--- src/rtl/tcp_tx_session_gate_if.sv ---
`default_nettype none
// ============================================================================
// tcp_tx_session_gate_if : handshake bundle between application, gate and TOE
// Revision: 1.0
// ============================================================================
interface tcp_tx_session_gate_if #(
  parameter int unsigned DATA_WIDTH = 512
);
  logic                    listen_port_valid;
  logic                    listen_port_ready;
  logic [15:0]             listen_port_data;
  logic                    listen_status_valid;
  logic                    listen_status_ready;
  logic [7:0]              listen_status_data;
  logic                    in_meta_valid;
  logic                    in_meta_ready;
  logic [31:0]             in_meta_data;
  logic                    in_data_valid;
  logic                    in_data_ready;
  logic [DATA_WIDTH-1:0]   in_data_data;
  logic [DATA_WIDTH/8-1:0] in_data_keep;
  logic                    in_data_last;
  logic                    tx_meta_valid;
  logic                    tx_meta_ready;
  logic [31:0]             tx_meta_data;
  logic                    tx_status_valid;
  logic                    tx_status_ready;
  logic [63:0]             tx_status_data;
  logic                    tx_data_valid;
  logic                    tx_data_ready;
  logic [DATA_WIDTH-1:0]   tx_data_data;
  logic [DATA_WIDTH/8-1:0] tx_data_keep;
  logic                    tx_data_last;

  // master: application + TOE environment side
  modport master (
    input  listen_port_valid, listen_port_data, listen_status_ready,
           in_meta_ready, in_data_ready,
           tx_meta_valid, tx_meta_data, tx_status_ready,
           tx_data_valid, tx_data_data, tx_data_keep, tx_data_last,
    output listen_port_ready, listen_status_valid, listen_status_data,
           in_meta_valid, in_meta_data,
           in_data_valid, in_data_data, in_data_keep, in_data_last,
           tx_meta_ready, tx_status_valid, tx_status_data, tx_data_ready
  );

  // slave: the gate itself
  modport slave (
    output listen_port_valid, listen_port_data, listen_status_ready,
           in_meta_ready, in_data_ready,
           tx_meta_valid, tx_meta_data, tx_status_ready,
           tx_data_valid, tx_data_data, tx_data_keep, tx_data_last,
    input  listen_port_ready, listen_status_valid, listen_status_data,
           in_meta_valid, in_meta_data,
           in_data_valid, in_data_data, in_data_keep, in_data_last,
           tx_meta_ready, tx_status_valid, tx_status_data, tx_data_ready
  );
endinterface
`default_nettype wire

--- src/rtl/tcp_tx_session_gate.sv ---
`default_nettype none
// ============================================================================
// tcp_tx_session_gate : listen bring-up, per-packet TOE metadata/status, verdict-gated data
// Revision: 1.0
// ============================================================================
module tcp_tx_session_gate #(
  parameter int unsigned DATA_WIDTH        = 512,
  parameter int unsigned TOKEN_DEPTH_BITS  = 3,
  parameter logic [15:0] LISTEN_PORT       = 16'h0B48,
  parameter int unsigned LISTEN_DELAY_BITS = 15,
  parameter int unsigned RETRY_LIMIT       = 4,
  parameter int unsigned RETRY_WAIT        = 64
) (
  input  wire logic            clk,
  input  wire logic            rst,
  tcp_tx_session_gate_if.slave bus,
  output logic                 port_open,
  output logic [31:0]          stat_sent_pkts,
  output logic [31:0]          stat_dropped_pkts
);

  localparam int unsigned c_depth   = 1 << TOKEN_DEPTH_BITS;
  localparam int unsigned c_cnt_w   = TOKEN_DEPTH_BITS + 1;
  localparam int unsigned c_lcnt_w  = LISTEN_DELAY_BITS + 1;
  localparam int unsigned c_retry_w = (RETRY_LIMIT > 0) ? $clog2(RETRY_LIMIT + 1) : 1;
  localparam int unsigned c_bo_w    = (RETRY_WAIT > 1) ? $clog2(RETRY_WAIT) : 1;
  localparam logic [c_cnt_w-1:0]   c_full        = c_cnt_w'(c_depth);
  localparam logic [c_retry_w-1:0] c_retry_limit = c_retry_w'(RETRY_LIMIT);
  localparam logic [c_bo_w-1:0]    c_bo_last     = (RETRY_WAIT > 0) ? c_bo_w'(RETRY_WAIT - 1) : '0;

  typedef enum logic [1:0] {L_WAIT = 2'd0, L_REQ = 2'd1, L_STAT = 2'd2, L_DONE = 2'd3} listen_state_e;
  typedef enum logic [1:0] {M_IDLE = 2'd0, M_SEND = 2'd1, M_WAIT = 2'd2, M_BACK = 2'd3} meta_state_e;

  listen_state_e               l_state_q, l_state_d;
  logic [c_lcnt_w-1:0]         l_cnt_q, l_cnt_d;
  meta_state_e                 m_state_q, m_state_d;
  logic [31:0]                 meta_q, meta_d;
  logic [c_retry_w-1:0]        retry_q, retry_d;
  logic [c_bo_w-1:0]           bo_q, bo_d;
  logic [c_depth-1:0]          mem_q, mem_d;
  logic [TOKEN_DEPTH_BITS-1:0] wr_ptr_q, wr_ptr_d, rd_ptr_q, rd_ptr_d;
  logic [c_cnt_w-1:0]          cnt_q, cnt_d;
  logic [31:0]                 sent_q, sent_d, dropped_q, dropped_d;

  logic                        w_push, w_push_verdict, w_pop, w_head;
  logic                        w_fifo_empty, w_fifo_full;
  logic                        w_in_meta_ready, w_in_data_ready, w_tx_data_valid;
  logic [1:0]                  w_status_code;
  logic [DATA_WIDTH-1:0]       w_data;
  logic [DATA_WIDTH/8-1:0]     w_keep;
  logic                        w_unused;

  assign w_status_code = bus.tx_status_data[63:62];
  assign w_unused      = ^{bus.listen_status_data[7:1], bus.tx_status_data[61:0]};

  // ---------------- listen bring-up ----------------
  always_comb begin
    l_state_d = l_state_q;
    l_cnt_d   = l_cnt_q;
    case (l_state_q)
      L_WAIT: begin
        l_cnt_d = l_cnt_q + c_lcnt_w'(1);
        if (l_cnt_d[LISTEN_DELAY_BITS]) l_state_d = L_REQ;
      end
      L_REQ: if (bus.listen_port_ready) l_state_d = L_STAT;
      L_STAT: begin
        if (bus.listen_status_valid) begin
          if (bus.listen_status_data[0]) begin
            l_state_d = L_DONE;
          end else begin
            l_cnt_d   = '0;
            l_state_d = L_WAIT;
          end
        end
      end
      default: l_state_d = L_DONE;
    endcase
  end

  // ---------------- per-packet metadata / status ----------------
  always_comb begin
    m_state_d       = m_state_q;
    meta_d          = meta_q;
    retry_d         = retry_q;
    bo_d            = bo_q;
    w_push          = 1'b0;
    w_push_verdict  = 1'b0;
    w_in_meta_ready = 1'b0;
    case (m_state_q)
      M_IDLE: begin
        if (bus.in_meta_valid && !w_fifo_full) begin
          w_in_meta_ready = 1'b1;
          meta_d          = bus.in_meta_data;
          retry_d         = '0;
          m_state_d       = M_SEND;
        end
      end
      M_SEND: if (bus.tx_meta_ready) m_state_d = M_WAIT;
      M_WAIT: begin
        if (bus.tx_status_valid) begin
          m_state_d = M_IDLE;
          if (w_status_code == 2'd0) begin
            w_push         = 1'b1;
            w_push_verdict = 1'b1;
          end else if (w_status_code == 2'd2 && retry_q != c_retry_limit) begin
            retry_d   = retry_q + c_retry_w'(1);
            bo_d      = '0;
            m_state_d = M_BACK;
          end else begin
            w_push = 1'b1;
          end
        end
      end
      default: begin
        if (bo_q == c_bo_last) m_state_d = M_SEND;
        else                   bo_d      = bo_q + c_bo_w'(1);
      end
    endcase
  end

  // ---------------- verdict FIFO + gated data path ----------------
  assign w_fifo_empty = (cnt_q == '0);
  assign w_fifo_full  = (cnt_q == c_full);
  assign w_head       = mem_q[rd_ptr_q];

  // PASS head forwards with TOE backpressure; DROP head sinks beats unconditionally
  always_comb begin
    w_tx_data_valid = 1'b0;
    w_in_data_ready = 1'b0;
    if (!w_fifo_empty) begin
      if (w_head) begin
        w_tx_data_valid = bus.in_data_valid;
        w_in_data_ready = bus.tx_data_ready;
      end else begin
        w_in_data_ready = 1'b1;
      end
    end
  end

  assign w_pop = !w_fifo_empty && bus.in_data_valid && w_in_data_ready && bus.in_data_last;

  always_comb begin
    mem_d     = mem_q;
    wr_ptr_d  = wr_ptr_q;
    rd_ptr_d  = rd_ptr_q;
    cnt_d     = cnt_q;
    sent_d    = sent_q;
    dropped_d = dropped_q;
    if (w_push && !w_fifo_full) begin
      mem_d[wr_ptr_q] = w_push_verdict;
      wr_ptr_d        = wr_ptr_q + TOKEN_DEPTH_BITS'(1);
    end
    if (w_pop) begin
      rd_ptr_d = rd_ptr_q + TOKEN_DEPTH_BITS'(1);
      if (w_head) sent_d    = sent_q + 32'd1;
      else        dropped_d = dropped_q + 32'd1;
    end
    case ({w_push && !w_fifo_full, w_pop})
      2'b10:   cnt_d = cnt_q + c_cnt_w'(1);
      2'b01:   cnt_d = cnt_q - c_cnt_w'(1);
      default: cnt_d = cnt_q;
    endcase
  end

  always_ff @(posedge clk) begin
    if (rst) begin
      l_state_q <= L_WAIT;
      l_cnt_q   <= '0;
      m_state_q <= M_IDLE;
      meta_q    <= '0;
      retry_q   <= '0;
      bo_q      <= '0;
      mem_q     <= '0;
      wr_ptr_q  <= '0;
      rd_ptr_q  <= '0;
      cnt_q     <= '0;
      sent_q    <= '0;
      dropped_q <= '0;
    end else begin
      l_state_q <= l_state_d;
      l_cnt_q   <= l_cnt_d;
      m_state_q <= m_state_d;
      meta_q    <= meta_d;
      retry_q   <= retry_d;
      bo_q      <= bo_d;
      mem_q     <= mem_d;
      wr_ptr_q  <= wr_ptr_d;
      rd_ptr_q  <= rd_ptr_d;
      cnt_q     <= cnt_d;
      sent_q    <= sent_d;
      dropped_q <= dropped_d;
    end
  end

  assign w_data = bus.in_data_data;
  assign w_keep = bus.in_data_keep;

  assign bus.listen_port_valid   = (l_state_q == L_REQ);
  assign bus.listen_port_data    = (l_state_q == L_REQ) ? LISTEN_PORT : 16'h0000;
  assign bus.listen_status_ready = 1'b1;
  assign bus.in_meta_ready       = w_in_meta_ready;
  assign bus.tx_meta_valid       = (m_state_q == M_SEND);
  assign bus.tx_meta_data        = meta_q;
  assign bus.tx_status_ready     = 1'b1;
  assign bus.in_data_ready       = w_in_data_ready;
  assign bus.tx_data_valid       = w_tx_data_valid;
  assign bus.tx_data_data        = w_data;
  assign bus.tx_data_keep        = w_keep;
  assign bus.tx_data_last        = bus.in_data_last;

  assign port_open         = (l_state_q == L_DONE);
  assign stat_sent_pkts    = sent_q;
  assign stat_dropped_pkts = dropped_q;

endmodule
`default_nettype wire
--- src/flat_wrapper.sv ---
// flat-port wrapper written by rule: the top's interface ports become plain ports
module tcp_tx_session_gate_flat 
#(
  parameter int unsigned DATA_WIDTH        = 512,
  parameter int unsigned TOKEN_DEPTH_BITS  = 3,
  parameter logic [15:0] LISTEN_PORT       = 16'h0B48,
  parameter int unsigned LISTEN_DELAY_BITS = 15,
  parameter int unsigned RETRY_LIMIT       = 4,
  parameter int unsigned RETRY_WAIT        = 64
)
  (clk, rst, port_open, stat_sent_pkts, stat_dropped_pkts, bus_listen_port_valid, bus_listen_port_data, bus_listen_status_ready, bus_in_meta_ready, bus_in_data_ready, bus_tx_meta_valid, bus_tx_meta_data, bus_tx_status_ready, bus_tx_data_valid, bus_tx_data_data, bus_tx_data_keep, bus_tx_data_last, bus_listen_port_ready, bus_listen_status_valid, bus_listen_status_data, bus_in_meta_valid, bus_in_meta_data, bus_in_data_valid, bus_in_data_data, bus_in_data_keep, bus_in_data_last, bus_tx_meta_ready, bus_tx_status_valid, bus_tx_status_data, bus_tx_data_ready);
  tcp_tx_session_gate_if #(.DATA_WIDTH(DATA_WIDTH)) bus_i ();
  input  wire logic clk;
  input  wire logic rst;
  output logic port_open;
  output logic [31:0] stat_sent_pkts;
  output logic [31:0] stat_dropped_pkts;
  output wire logic [$bits(bus_i.listen_port_valid)-1:0] bus_listen_port_valid;
  output wire logic [$bits(bus_i.listen_port_data)-1:0] bus_listen_port_data;
  output wire logic [$bits(bus_i.listen_status_ready)-1:0] bus_listen_status_ready;
  output wire logic [$bits(bus_i.in_meta_ready)-1:0] bus_in_meta_ready;
  output wire logic [$bits(bus_i.in_data_ready)-1:0] bus_in_data_ready;
  output wire logic [$bits(bus_i.tx_meta_valid)-1:0] bus_tx_meta_valid;
  output wire logic [$bits(bus_i.tx_meta_data)-1:0] bus_tx_meta_data;
  output wire logic [$bits(bus_i.tx_status_ready)-1:0] bus_tx_status_ready;
  output wire logic [$bits(bus_i.tx_data_valid)-1:0] bus_tx_data_valid;
  output wire logic [$bits(bus_i.tx_data_data)-1:0] bus_tx_data_data;
  output wire logic [$bits(bus_i.tx_data_keep)-1:0] bus_tx_data_keep;
  output wire logic [$bits(bus_i.tx_data_last)-1:0] bus_tx_data_last;
  input wire logic [$bits(bus_i.listen_port_ready)-1:0] bus_listen_port_ready;
  input wire logic [$bits(bus_i.listen_status_valid)-1:0] bus_listen_status_valid;
  input wire logic [$bits(bus_i.listen_status_data)-1:0] bus_listen_status_data;
  input wire logic [$bits(bus_i.in_meta_valid)-1:0] bus_in_meta_valid;
  input wire logic [$bits(bus_i.in_meta_data)-1:0] bus_in_meta_data;
  input wire logic [$bits(bus_i.in_data_valid)-1:0] bus_in_data_valid;
  input wire logic [$bits(bus_i.in_data_data)-1:0] bus_in_data_data;
  input wire logic [$bits(bus_i.in_data_keep)-1:0] bus_in_data_keep;
  input wire logic [$bits(bus_i.in_data_last)-1:0] bus_in_data_last;
  input wire logic [$bits(bus_i.tx_meta_ready)-1:0] bus_tx_meta_ready;
  input wire logic [$bits(bus_i.tx_status_valid)-1:0] bus_tx_status_valid;
  input wire logic [$bits(bus_i.tx_status_data)-1:0] bus_tx_status_data;
  input wire logic [$bits(bus_i.tx_data_ready)-1:0] bus_tx_data_ready;
  assign bus_listen_port_valid = bus_i.listen_port_valid;
  assign bus_listen_port_data = bus_i.listen_port_data;
  assign bus_listen_status_ready = bus_i.listen_status_ready;
  assign bus_in_meta_ready = bus_i.in_meta_ready;
  assign bus_in_data_ready = bus_i.in_data_ready;
  assign bus_tx_meta_valid = bus_i.tx_meta_valid;
  assign bus_tx_meta_data = bus_i.tx_meta_data;
  assign bus_tx_status_ready = bus_i.tx_status_ready;
  assign bus_tx_data_valid = bus_i.tx_data_valid;
  assign bus_tx_data_data = bus_i.tx_data_data;
  assign bus_tx_data_keep = bus_i.tx_data_keep;
  assign bus_tx_data_last = bus_i.tx_data_last;
  assign bus_i.listen_port_ready = bus_listen_port_ready;
  assign bus_i.listen_status_valid = bus_listen_status_valid;
  assign bus_i.listen_status_data = bus_listen_status_data;
  assign bus_i.in_meta_valid = bus_in_meta_valid;
  assign bus_i.in_meta_data = bus_in_meta_data;
  assign bus_i.in_data_valid = bus_in_data_valid;
  assign bus_i.in_data_data = bus_in_data_data;
  assign bus_i.in_data_keep = bus_in_data_keep;
  assign bus_i.in_data_last = bus_in_data_last;
  assign bus_i.tx_meta_ready = bus_tx_meta_ready;
  assign bus_i.tx_status_valid = bus_tx_status_valid;
  assign bus_i.tx_status_data = bus_tx_status_data;
  assign bus_i.tx_data_ready = bus_tx_data_ready;
  tcp_tx_session_gate #(.DATA_WIDTH(DATA_WIDTH), .TOKEN_DEPTH_BITS(TOKEN_DEPTH_BITS), .LISTEN_PORT(LISTEN_PORT), .LISTEN_DELAY_BITS(LISTEN_DELAY_BITS), .RETRY_LIMIT(RETRY_LIMIT), .RETRY_WAIT(RETRY_WAIT)) u_core (.clk(clk), .rst(rst), .bus(bus_i), .port_open(port_open), .stat_sent_pkts(stat_sent_pkts), .stat_dropped_pkts(stat_dropped_pkts));
endmodule
--- config.mk ---
export PLATFORM = sky130hd
export DESIGN_NAME = tcp_tx_session_gate_flat
export DESIGN_NICKNAME = d
export VERILOG_FILES = /design/src/rtl/tcp_tx_session_gate_if.sv /design/src/rtl/tcp_tx_session_gate.sv /design/src/flat_wrapper.sv
export SDC_FILE = /design/constraint.sdc
export NUM_CORES = 1
export LEC_CHECK = 0
export CAP_MARGIN = 20
export CORE_AREA = 5 5 542 544
export DETAILED_ROUTE_END_ITERATION = 8
export DIE_AREA = 0 0 547 549
export HOLD_SLACK_MARGIN = 0.1
export MAX_ROUTING_LAYER = met4
export PLACE_DENSITY_LB_ADDON = 0.1
export SLEW_MARGIN = 10
export SYNTH_ARGS = -nofsm -noshare
export SYNTH_HDL_FRONTEND = slang
export SYNTH_SLANG_ARGS = --single-unit
--- constraint.sdc ---
create_clock -name clk -period 3 [get_ports clk]
set_clock_uncertainty 0.2 [all_clocks]
set_input_delay 0.6 -clock clk [delete_from_list [all_inputs] [get_ports clk]]
set_output_delay 0.6 -clock clk [all_outputs]
set_load 0.01 [all_outputs]
# After elaboration in Yosys (flattened, before gate mapping)
# Index checks and enable logic that the tools add are counted.
# totals
out_inout_bits	697
in_bits	690
elab_cells	118
register_bits	143
# op_classes
reduce_logical	26
muxes	45
bitwise	2
eq_ne	21
magnitude_cmp	3
n_addsub	9
# ops
cell	n
$add 32x1->32 const B	2
$mux 16	2
$pmux 16 s2	1
$mux 6	4
$mux 2	10
$add 16x1->16 const B	1
$mux 1	15
$mux 12	1
$mux 3	4
$pmux 2 s3	2
$pmux 6 s2	1
$eq 2x2->1 const B	5
$ne 2x1->1 const B	5
$ne 2x2->1 const B	5
$reduce_and 5->1	2
$add 3x1->3 const B	3
$bwmux 8	1
$lt 3x4->1 const B	2
$pmux 4 s2	1
$logic_and 1x1->1	7
$add 6x1->6 const B	1
$eq 2x1->1 const B	3
$eq 6x6->1 const B	1
$logic_not 2->1	3
other kinds (17)	24

# Logic depth before layout (Yosys ltp)
# logic_depth
depth_word	9
depth_mapped	13
ltp_nobuf	12

# Worst setup path after synthesis
# OpenSTA, ideal clock, no wires.
# synth_path
path_type	register to register
from	register u_core.rd_ptr_q[0]
to	register u_core.cnt_q[3]
slack_ns	-0.093
setup_time_ns	0.070
required_ns	2.730
path_buffers	2
stages_incl_launch_ff	14
t_arrival_ns	2.823
synth_period_minus_slack_ns	3.093
cell_sequence	dfxtp_1 -> buf_6 -> mux2i_2 -> a22o_1 -> or3_1 -> clkbuf_1 -> and2_1 -> ha_1 -> ha_1 -> a21o_1 -> a21oi_1 -> xnor2_1 -> or3_1 -> a21oi_1
# synth_between
elab_chain_cells	8
elab_cells_between_ends	10
cone_classes	eq/ne (2); mux (5); reduce/logical (3)
# synth_rtl
element	line	text
start: declaration	tcp_tx_session_gate.sv:41	logic [TOKEN_DEPTH_BITS-1:0] wr_ptr_q, wr_ptr_d, rd_ptr_q, rd_ptr_d;
start signal: assignment	tcp_tx_session_gate.sv:188	rd_ptr_q <= rd_ptr_d;
$bmux 1 s3 *	tcp_tx_session_gate.sv:124	assign w_head = mem_q[rd_ptr_q];
$mux 1 (not written as such) *	tcp_tx_session_gate.sv:124	
$mux 1 *	tcp_tx_session_gate.sv:131	if (w_head) begin
$mux 1 *	tcp_tx_session_gate.sv:130	if (!w_fifo_empty) begin
$logic_and 1x1->1 * (2 in a row)	tcp_tx_session_gate.sv:140	assign w_pop = !w_fifo_empty && bus.in_data_valid && w_in_data_ready && bus.in_data_last;
$eq 2x1->1 or $eq 2x2->1 (tied branches)	tcp_tx_session_gate.sv:158	case ({w_push && !w_fifo_full, w_pop})
$pmux 4 s2 or $reduce_bool 2->1 (tied branches)	--	
end signal: assignment	tcp_tx_session_gate.sv:189	cnt_q <= cnt_d;
end: declaration	tcp_tx_session_gate.sv:42	logic [c_cnt_w-1:0] cnt_q, cnt_d;
# Every way passes the cells marked *; elsewhere a longest branch is shown, timed or not. The select of a mux whose other input is x is not followed.
# A chain may end at the register's enable or synchronous reset.

# Worst setup path after layout
# layout_path
from	register u_core.rd_ptr_q[0]
to	output port bus_in_data_ready
# layout_between
elab_chain_cells	4
# layout_rtl
element	line	text
$bmux 1 s3	tcp_tx_session_gate.sv:124	
$mux 1 (not written as such)	tcp_tx_session_gate.sv:124	
$mux 1	tcp_tx_session_gate.sv:131	
$mux 1	tcp_tx_session_gate.sv:130	
end: declaration	flat_wrapper.sv:22	output wire logic [$bits(bus_i.in_data_ready)-1:0] bus_in_data_ready;
# Every way passes these cells. The select of a mux whose other input is x is not followed.

==> flow_metrics.py <==
metrics = {
    "synth": {
        "netlist_instances": 1444,
        "yosysWarnings": 0,
        "post-synth-top-count-cell": "buf_4",
        "yosys.area.top_type": "buf_4",
        "synth.top_cell.area_share_pct": 38.9,
        "async_flop_share_pct": 0,
        "yosysSeqAreaShare_pct": 25.0,
        "ys_seq_elements": 143,
        "synth_flop_cell": "dfxtp_1",
        "ys_top_cells_by_count": "buf_4 (595), dfxtp_1 (143), nand2_1 (99)",
        "synth_area_um2": 11500,
        "synth_area_leaders": "buf_4 (39%), dfxtp_1 (25%), a21oi_1 (3.5%)",
        "synthDistinctLibCells": 65,
        "synth_edf_count": 0,
        "avgSynthCellArea_um2": 7.95,
    },
    "setup_path": {
        "slowest_delay_ps": 410,
        "rrSetupSlack_ps": 110,
        "critPathKind": "flip-flop to output pin",
        "reg2reg_from": "u_core.rd_ptr_q[0]$_SDFFE_PP0N_",
        "critPathSlowestCell": "dfxtp_4",
        "worstPathMaxFanout": 6,
        "r2r_end": "u_core.cnt_q[3]$_SDFFE_PP0P_",
        "timing.critical_path.buf_inv": 2,
        "cp.arrival_ps": 2230,
        "cp_cell_sequence": "mux2i_4 > a22o_1 > or3_4 > buf_8 > a21boi_4 > buf_6",
        "cp-end-kind": "output pin",
        "cp_top_family": "flip-flops",
        "reg2reg_depth": 11,
        "cp-start-kind": "flip-flop",
        "cp.required_ps": 2200,
    },
    "die": {
        "rows": 198,
        "core_um2": 289000,
        "io_pins": 1387,
        "dieWidth_um": 547,
        "chipHeight_um": 549,
        "die_area_um2": 300000,
        "start_util_pct": 3.97,
    },
    "timing": {
        "grt_setup_unrepaired": "true",
        "fin_ws_ps": -28.7,
        "maxSlewViolCount": 0,
        "fin_crit_ps": 3030,
        "period_share_pct": 101,
        "relSlewSlack_pct": 58.8,
        "hold-worst-slack_ps": 226,
        "worstMarginPinSlew_ps": 612,
        "clock.fmax_ghz": 0.330,
        "setup-violations-final": 1,
        "hold_viol_final": 0,
    },
    "worst_hold_path": {
        "hold_path.startpoint": "rst",
        "min_to": "u_core.bus.tx_meta_data[28]$_SDFFE_PP0P_",
        "hold_path.class": "input port to flip-flop",
        "hold_depth": 2,
    },
    "placement": {
        "place_ws_ps": -442,
        "dp_hpwl_um": 83100,
        "gp_congestion": 0.635,
        "io_buffers": 152,
        "dpl_cell_area_um2": 14000,
    },
    "global_routing": {
        "track_usage_pct": 6.27,
        "grt_pass1_vias": 8630,
        "antenna_found_initial": 2,
        "grt_max_degree": 45,
        "grt_overflow_total": 0,
        "grt_first_pass_wirelength_um": 115000,
    },
    "final_layout": {
        "final_cell_area_um2": 14800,
        "synthToLayoutAreaGrowth_pct": 29.0,
        "final_util_pct": 5.12,
        "drive_gt1_share_pct": 14.6,
        "final_nets": 1797,
    },
    "drt": {
        "ant_nets": 0,
        "viasPerCell": 1.64,
        "wl_um": 94900,
        "drt_iter0_drc": 328,
        "wl_per_cell_um": 19.4,
        "num_vias": 8059,
        "drc": 0,
        "firstDrtPassIters": 4,
    },
    "power": {
        "power_switching_mw": 1.75,
        "p_leak_nw": 3.88,
        "share_comb_of_total_power_pct": 15.1,
        "ir_worst_vdd_v": 0.000491,
        "swShare_pct": 31.2,
        "p_total_mw": 5.62,
        "seqPwrFrac_pct": 36.4,
        "clkPwrFrac_pct": 48.5,
        "powerDensity_nw_per_um2": 380,
        "power.internal_mw": 3.87,
    },
    "clock_tree": {
        "clkTransAtPathRegs_ps": 80,
        "clock-sinks": 143,
        "cts_max_path_buffers": 3,
        "root_buffer": "clkbuf_16",
        "cts_tree": "built",
        "numCtsBuffers": 25,
        "clkLatencyLatePin_ps": 560,
        "htreeDepth": 4,
    },
    "outcome": {
        "violations": "negative setup slack",
        "outcome": "complete, but fails checks",
    },
    "run": {
        "drv_cap": 0,
    },
}
worst max-delay path by stage:
stage                                         start                            to  slack (ps)  cells after the start
floorplan           u_core.rd_ptr_q[0]$_SDFFE_PP0N_  u_core.cnt_q[3]$_SDFFE_PP0P_          20                     13
global placement                  bus_in_data_valid  u_core.cnt_q[3]$_SDFFE_PP0P_        -520                     12
detailed placement                bus_in_data_valid  u_core.cnt_q[3]$_SDFFE_PP0P_        -440                     12
CTS                 u_core.rd_ptr_q[0]$_SDFFE_PP0N_             bus_in_data_ready        -230                      6
global route        u_core.rd_ptr_q[0]$_SDFFE_PP0N_             bus_in_data_ready        -170                      6
finish              u_core.rd_ptr_q[0]$_SDFFE_PP0N_             bus_in_data_ready         -30                      6
registers in the layout, summed over array words and instances (netlist names), 3 cells and up:
name	cells
u_core.stat_dropped_pkts	32
u_core.bus.tx_meta_data	32
u_core.rd_ptr_q	3
u_core.l_cnt_q	16
u_core.stat_sent_pkts	32
u_core.mem_q	8
u_core.wr_ptr_q	3
u_core.retry_q	3
u_core.bo_q	6
u_core.cnt_q	4
per-stage QoR:
| stage | setup TNS [ps] | std cells |
|---|---|---|
| 2_1_floorplan | 0 | 1455 |
| 3_3_place_gp | -8060 | 4859 |
| 3_5_place_dp | -6980 | 4859 |
| 4_1_cts | -319 | 4894 |
| 5_1_grt | -176 | 4899 |
| 6_report | -28.7 | 4901 |
routing by layer:
metal / share of wire (%) / vias to the layer above / track usage, %
met5: 0 / - / -
met4: 7.2 / 0 / 4.14
met3: 29 / 342 / 8.02
met2: 44 / 849 / 9.43
met1: 21 / 3385 / 3.50
li1: - / 3483 / -
cell families (layout without fill, tap and decap cells):
group           after synthesis  count (layout)  synth area share (%)
fa+ha+maj                    15              15                  1.70
buf+inv                     662             305                  41.3
simple gates                396             396                  17.4
flops                       143             143                  25.0
xor+xnor                     27              27                  2.06
other cells                   2              16                0.0655
compound gates              157             157                  8.54
mux                          42              42                  4.07
layout by cell type, fill, tap and decap left out, types with 4 or more instances in the layout:
master / count
clkdlybuf4s50_1: 149
dfxtp_1: 141
nand2_1: 98
buf_4: 87
nor2_1: 86
a21oi_1: 79
nor2b_1: 34
nand3_1: 34
nand4_1: 33
mux2_1: 28
clkbuf_16: 25
inv_1: 24
nor3_1: 24
or3_1: 20
o21ai_0: 16
xor2_1: 15
conb_1: 13
and3_1: 11
o21ai_1: 11
xnor2_1: 11
nor4_1: 10
mux2i_1: 10
ha_1: 10
and2_1: 9
o31ai_1: 8
a21o_1: 7
and4_1: 7
or4_1: 7
buf_12: 7
a211oi_1: 5
mux2i_4: 4
nand3b_1: 4
nand4b_1: 4
power groups by stage:
stage	logic [mW]	clock network [mW]	registers, mW
finish	0.849	2.72	2.05
global route	0.970	3.03	2.06
CTS	0.893	3.02	2.05
detailed placement	0.887	0	2.09
global placement	0.903	0	2.10
floorplan	1.18	0	2.10
cell type report:
cell class / instances / area (um^2)
Clock inverter: 4 / 22.5
Fill cell: 34052 / 274000
Tap cell: 3800 / 4750
Clock buffer: 29 / 651
Timing Repair Buffer: 248 / 2340
Antenna cell: 3 / 7.51
Inverter: 24 / 90.1
Multi-Input combinational cell: 650 / 4060
Sequential cell: 143 / 2870
timing repair:
item                                   4_1_cts  5_1_grt
resized for setup                           19        8
pin swaps                                   11        7
hold buffers                                 0        0
endpoints found under the hold margin        0        0
setup endpoints to repair                   10        4
setup buffers                                4        4
No activity file was read; power rests on OpenSTA's default activity.
